`src/rtl/serial_sub_pkg.sv`:
```
// Shared types and bit-level helpers for the bit-serial subtractor.
// The two helper functions are the single source of the per-bit
// difference/borrow equations used by the full-subtract cell.
package serial_sub_pkg;

    // Controller states; encodings are fixed so they read the same in every tool.
    typedef enum logic [1:0] {
        IDLE = 2'b00,
        RUN  = 2'b01,
        DONE = 2'b10
    } state_t;

    // Difference bit of a - b - bin.
    function automatic logic bit_diff(input logic a, input logic b, input logic bin);
        return a ^ b ^ bin;
    endfunction

    // Borrow out of a - b - bin: borrow when b exceeds a, or when a == b
    // and a borrow is already pending.
    function automatic logic bit_borrow(input logic a, input logic b, input logic bin);
        return (~a & b) | (~(a ^ b) & bin);
    endfunction

endpackage

```
`src/rtl/full_sub_cell.sv`:
```
// Single-bit full subtractor: d = a - b - bin, bout = borrow out.
// Purely combinational; the caller registers the borrow between bits.
module full_sub_cell
    import serial_sub_pkg::*;
(
    input  logic a,
    input  logic b,
    input  logic bin,
    output logic d,
    output logic bout
);

    assign d    = bit_diff(a, b, bin);
    assign bout = bit_borrow(a, b, bin);

endmodule

```
`src/rtl/serial_subtractor.sv`:
```
// Bit-serial N-bit subtractor, Diff = A - B, LSB first, one bit per clock.
// start is taken only in IDLE; RUN lasts N cycles; DONE is a one-cycle
// pulse in which Diff/Borrow are already valid. Diff/Borrow are only ever
// loaded with a complete result, so they never show partial values.
module serial_subtractor
    import serial_sub_pkg::*;
#(
    parameter int N = 8
) (
    input  logic         clk,
    input  logic         rst,
    input  logic         start,
    input  logic [N-1:0] A,
    input  logic [N-1:0] B,
    output logic         busy,
    output logic         done,
    output logic [N-1:0] Diff,
    output logic         Borrow
);

    // One extra bit keeps the width non-zero for N == 1.
    localparam int CNT_W = $clog2(N) + 1;
    localparam logic [CNT_W-1:0] CNT_LAST = CNT_W'(N - 1);

    state_t state_reg, state_next;

    logic [N-1:0]     sh_a_reg, sh_a_next;
    logic [N-1:0]     sh_b_reg, sh_b_next;
    logic [N-1:0]     res_reg, res_next;
    logic [N-1:0]     res_shifted;
    logic             borrow_reg, borrow_next;
    logic [CNT_W-1:0] cnt_reg, cnt_next;
    logic [N-1:0]     diff_reg, diff_next;
    logic             borrow_out_reg, borrow_out_next;

    logic cell_d;
    logic cell_bout;

    // The only arithmetic in the datapath: current LSB pair plus the held borrow.
    full_sub_cell u_cell (
        .a    (sh_a_reg[0]),
        .b    (sh_b_reg[0]),
        .bin  (borrow_reg),
        .d    (cell_d),
        .bout (cell_bout)
    );

    // Result register after this cycle's bit lands at the MSB; after N
    // shifts the first (LSB) difference bit has walked down to bit 0.
    always_comb begin
        res_shifted        = res_reg >> 1;
        res_shifted[N-1]   = cell_d;
    end

    // Controller state register.
    always_ff @(posedge clk) begin
        if (rst) begin
            state_reg <= IDLE;
        end else begin
            state_reg <= state_next;
        end
    end

    // Next-state and datapath next values; everything holds by default.
    always_comb begin
        state_next      = state_reg;
        sh_a_next       = sh_a_reg;
        sh_b_next       = sh_b_reg;
        res_next        = res_reg;
        borrow_next     = borrow_reg;
        cnt_next        = cnt_reg;
        diff_next       = diff_reg;
        borrow_out_next = borrow_out_reg;

        case (state_reg)
            IDLE: begin
                if (start) begin
                    sh_a_next   = A;
                    sh_b_next   = B;
                    res_next    = '0;
                    borrow_next = 1'b0;
                    cnt_next    = '0;
                    state_next  = RUN;
                end
            end

            RUN: begin
                sh_a_next   = sh_a_reg >> 1;
                sh_b_next   = sh_b_reg >> 1;
                res_next    = res_shifted;
                borrow_next = cell_bout;
                cnt_next    = cnt_reg + CNT_W'(1);
                if (cnt_reg == CNT_LAST) begin
                    // Publish the whole word and the MSB borrow together.
                    diff_next       = res_shifted;
                    borrow_out_next = cell_bout;
                    state_next      = DONE;
                end
            end

            DONE: begin
                // start is deliberately ignored here; the next request is
                // taken from IDLE only.
                state_next = IDLE;
            end

            default: begin
                state_next = IDLE;
            end
        endcase
    end

    // Datapath registers: operand shifters, borrow flop, counter, results.
    always_ff @(posedge clk) begin
        if (rst) begin
            sh_a_reg       <= '0;
            sh_b_reg       <= '0;
            res_reg        <= '0;
            borrow_reg     <= 1'b0;
            cnt_reg        <= '0;
            diff_reg       <= '0;
            borrow_out_reg <= 1'b0;
        end else begin
            sh_a_reg       <= sh_a_next;
            sh_b_reg       <= sh_b_next;
            res_reg        <= res_next;
            borrow_reg     <= borrow_next;
            cnt_reg        <= cnt_next;
            diff_reg       <= diff_next;
            borrow_out_reg <= borrow_out_next;
        end
    end

    assign busy   = (state_reg != IDLE);
    assign done   = (state_reg == DONE);
    assign Diff   = diff_reg;
    assign Borrow = borrow_out_reg;

endmodule

```
`config.mk`:
```
export PLATFORM = sky130hd
export DESIGN_NAME = serial_subtractor
export DESIGN_NICKNAME = d
export VERILOG_FILES = /design/src/rtl/serial_sub_pkg.sv /design/src/rtl/full_sub_cell.sv /design/src/rtl/serial_subtractor.sv
export SDC_FILE = /design/constraint.sdc
export NUM_CORES = 1
export LEC_CHECK = 0
export ABC_AREA = 0
export BUFFER_PORTS_ARGS = -buffer_cell sky130_fd_sc_hd__buf_2
export CORE_ASPECT_RATIO = 1.4
export CORE_MARGIN = 2
export CORE_UTILIZATION = 31
export CTS_BUF_LIST = sky130_fd_sc_hd__clkbuf_8
export DETAILED_ROUTE_END_ITERATION = 8
export PLACE_DENSITY = 0.55
export SYNTH_ARGS = -nofsm -noshare
export SYNTH_HDL_FRONTEND = slang
export SYNTH_SLANG_ARGS = --single-unit
```
`constraint.sdc`:
```
create_clock -name clk -period 1.2 [get_ports clk]
set_clock_uncertainty 0.05 [all_clocks]
set_input_delay 0.18 -clock clk [delete_from_list [all_inputs] [get_ports clk]]
set_output_delay 0.18 -clock clk [all_outputs]
set_load 0.05 [all_outputs]
```
==> metrics.txt <==
status=finished with violations; failing checks=negative setup slack; Fin. Hold Viols=0; fin area=2410 sq um; worst rel slew slack=0.829; Post-Route WL=4030 microns; share of cells above drive strength 1=0.502; MaxCap Viol Count=0; Finished Core Util=0.434; crit path kind=flop to output pin; total grt overflow=0; worst setup margin=-0.115 ns; Tot GR Track Use=0.136; Worst setup EP type=output pin; RSZ-0062 raised after global routing=true; Syn. warnings=0; Clock Latency Late Sink=around 0.29 ns; Final Wtd Congestion=approximately 0.73; Final ANT Viol Nets=0; final worst-path cycle share=1.10; worst vdd ir=approximately 0.76 mV; total power=2.71 mW; number of enable flip-flop cells after synthesis=0; fin nets=approximately 250; Slew Viols, Final=0; fraction of the yosys area taken by sequential cells=0.435; number of synthesized register bits=39; Commonest cells post-synth=dfxtp_1 (39), nor2_1 (21), nand2b_1 (17), o2bb2ai_1 (10); register area=between 700 and 800 sq um; Net Count, Synth=just under 200; share of the synthesized area in the top cell type=0.435; WP data required=between 0.9 and 1 ns; Post-Place Worst Slack=-0.0531 ns; die width=between 60 and 70 microns; crit path launch type=flop; CTS Sinks=39; hpwl dp=between 2000 and 3000 microns; WL per Instance=roughly 13 microns; Port Buffer Count=29; syn avg cell area=roughly 10 sq um; first-pass GRT wire length=6540 microns; ANT cells=0; FILL cells=between 500 and 600; Via-to-Cell Ratio=between 4 and 5; vias in the first global route=1,405; ratio of total power to cell area=about 1100 nW/um^2; async set-reset flop share out of synthesis=0; Pleak=0.992 nW; CTS tree=yes; Worst Path Arrival=1.09 ns; drt pass-1 iters=3; Hold WC Path Type=input port to flop; post-synth top area cell=dfxtp_1; root buf cell=clkbuf_8; initial antenna violation count=0; Setup violations, final=24; Peak Freq=0.760 GHz; Initial Util=0.322; Layout Cells excl Fill=299; Core Rows=32; residual DRC count=0; Area growth syn-to-layout=34.7%; top_reg_cell synth=dfxtp_1; Final min period=~1.3 ns; # hold bufs at CTS=0; htree depth=2; largest net degree at the start of global routing=17; worst slew pin tran=0.257 ns; clock-pin slew on the worst setup and hold paths=0.08 ns; total number of vias=1,433; cells after synthesis=173; setup TNS=-0.694 ns; main area contributors after synthesis=dfxtp_1 (44%), nand2b_1 (5.9%), a211oi_2 (5.6%), mux2i_1 (5.0%), o2bb2ai_1 (4.9%); CTS Buf Count=5; Die H=~94 microns; IO Count=30; Mapped Area=around 1800 sq um; Max Buffers Root-to-Sink=2; crit-path max FO=6; WHS=roughly 0.12 ns; Placed Area=approximately 2200 sq um; synth unique cells=36; die area=between 6000 and 7000 sq um; Post-Place Cells=approximately 290; Initial DRC Count=40; core footprint=about 5600 sq um; Multi-input gate area=about 980 sq um; count leader, synth=dfxtp_1
==> power breakdown <==
group	switching, mW	internal [mW]
Combinational	0.211	0.224
Sequential	0.0413	1.35
Clock	0.482	0.405
==> final timing paths <==
| kind | slack [ns] | cells past startpoint | endpoint | from |
|---|---|---|---|---|
| worst max register to register | -0.06 | 5 | sh_b_reg[4]$_SDFFE_PP0P_ | state_reg[0]$_SDFFE_PP0P_ |
| worst min-delay path | 0.12 | 3 | sh_a_reg[7]$_SDFFE_PP0P_ | A[7] |
| worst min register to register | 0.41 | 1 | borrow_reg$_SDFFE_PP0P_ | borrow_reg$_SDFFE_PP0P_ |
| worst max-delay path | -0.12 | 4 | done | state_reg[0]$_SDFFE_PP0P_ |
==> logic make-up after synthesis <==
family | Yosys count | share of synthesized area
AO/OA/AOI/OAI | 45 | 0.228
adder cells (fa/ha/maj) | 2 | 0.0181
buffers and inverters | 17 | 0.0691
flip-flops | 39 | 0.435
multiplexers | 10 | 0.0565
AND/OR/NAND/NOR | 60 | 0.193
==> worst max-delay path: stages (launching register included) <==
cell and delay (ns):
dfxtp_2 0.33, buf_6 0.13, buf_6 0.12, nor2_4 0.07
buf_6 0.15
==> final cells by class <==
| type | count | share of cell area |
|---|---|---|
| clock buffer | 5 | 0.0285 |
| timing repair buffer | 61 | 0.185 |
| sequential | 39 | 0.327 |
| clock inverter | 3 | 0.00829 |
| inverter | 5 | 0.00777 |
| multi-input combinational | 118 | 0.408 |
| tap | 68 | 0.0352 |
==> timing repair <==
| item | in CTS | in global routing |
|---|---|---|
| setup endpoints to repair | 34 | 37 |
| gates cloned | 1 | 0 |
| hold endpoints to repair | 0 | 0 |
| setup buffers | 3 | 0 |
| gates resized for setup | 20 | 8 |
| pin swaps | 10 | 3 |
==> routing by layer <==
| layer | global-route usage | share of wire | up-vias | wire length (microns) |
|---|---|---|---|---|
| met5 | 0 | 0 | - | 0 |
| met4 | 0.0450 | 0.013 | 0 | 54 |
| met3 | 0.0360 | 0.039 | 6 | 158 |
| met2 | 0.234 | 0.52 | 23 | 2110 |
| met1 | 0.159 | 0.42 | 669 | 1710 |
| li1 | - | - | 735 | - |
==> cell usage in the layout (no fill, tap or decap), drive strengths merged <==
cell type	n
a21o	1
ha	1
nand2	2
nand4b	1
inv	5
clkbuf	5
or3	1
fa	1
o21ai	1
a22o	8
nor2b	1
o21ba	1
dfxtp	39
clkinv	1
mux2	1
buf	61
nor3	3
clkinvlp	2
a221oi	1
o21bai	1
a32oi	2
mux2i	9
a211oi	13
o2bb2ai	10
o41ai	1
nand2b	18
o22ai	3
nand3	2
o211a	1
nor2	33
a31oi	2
No activity file was read; power rests on OpenSTA's default activity.
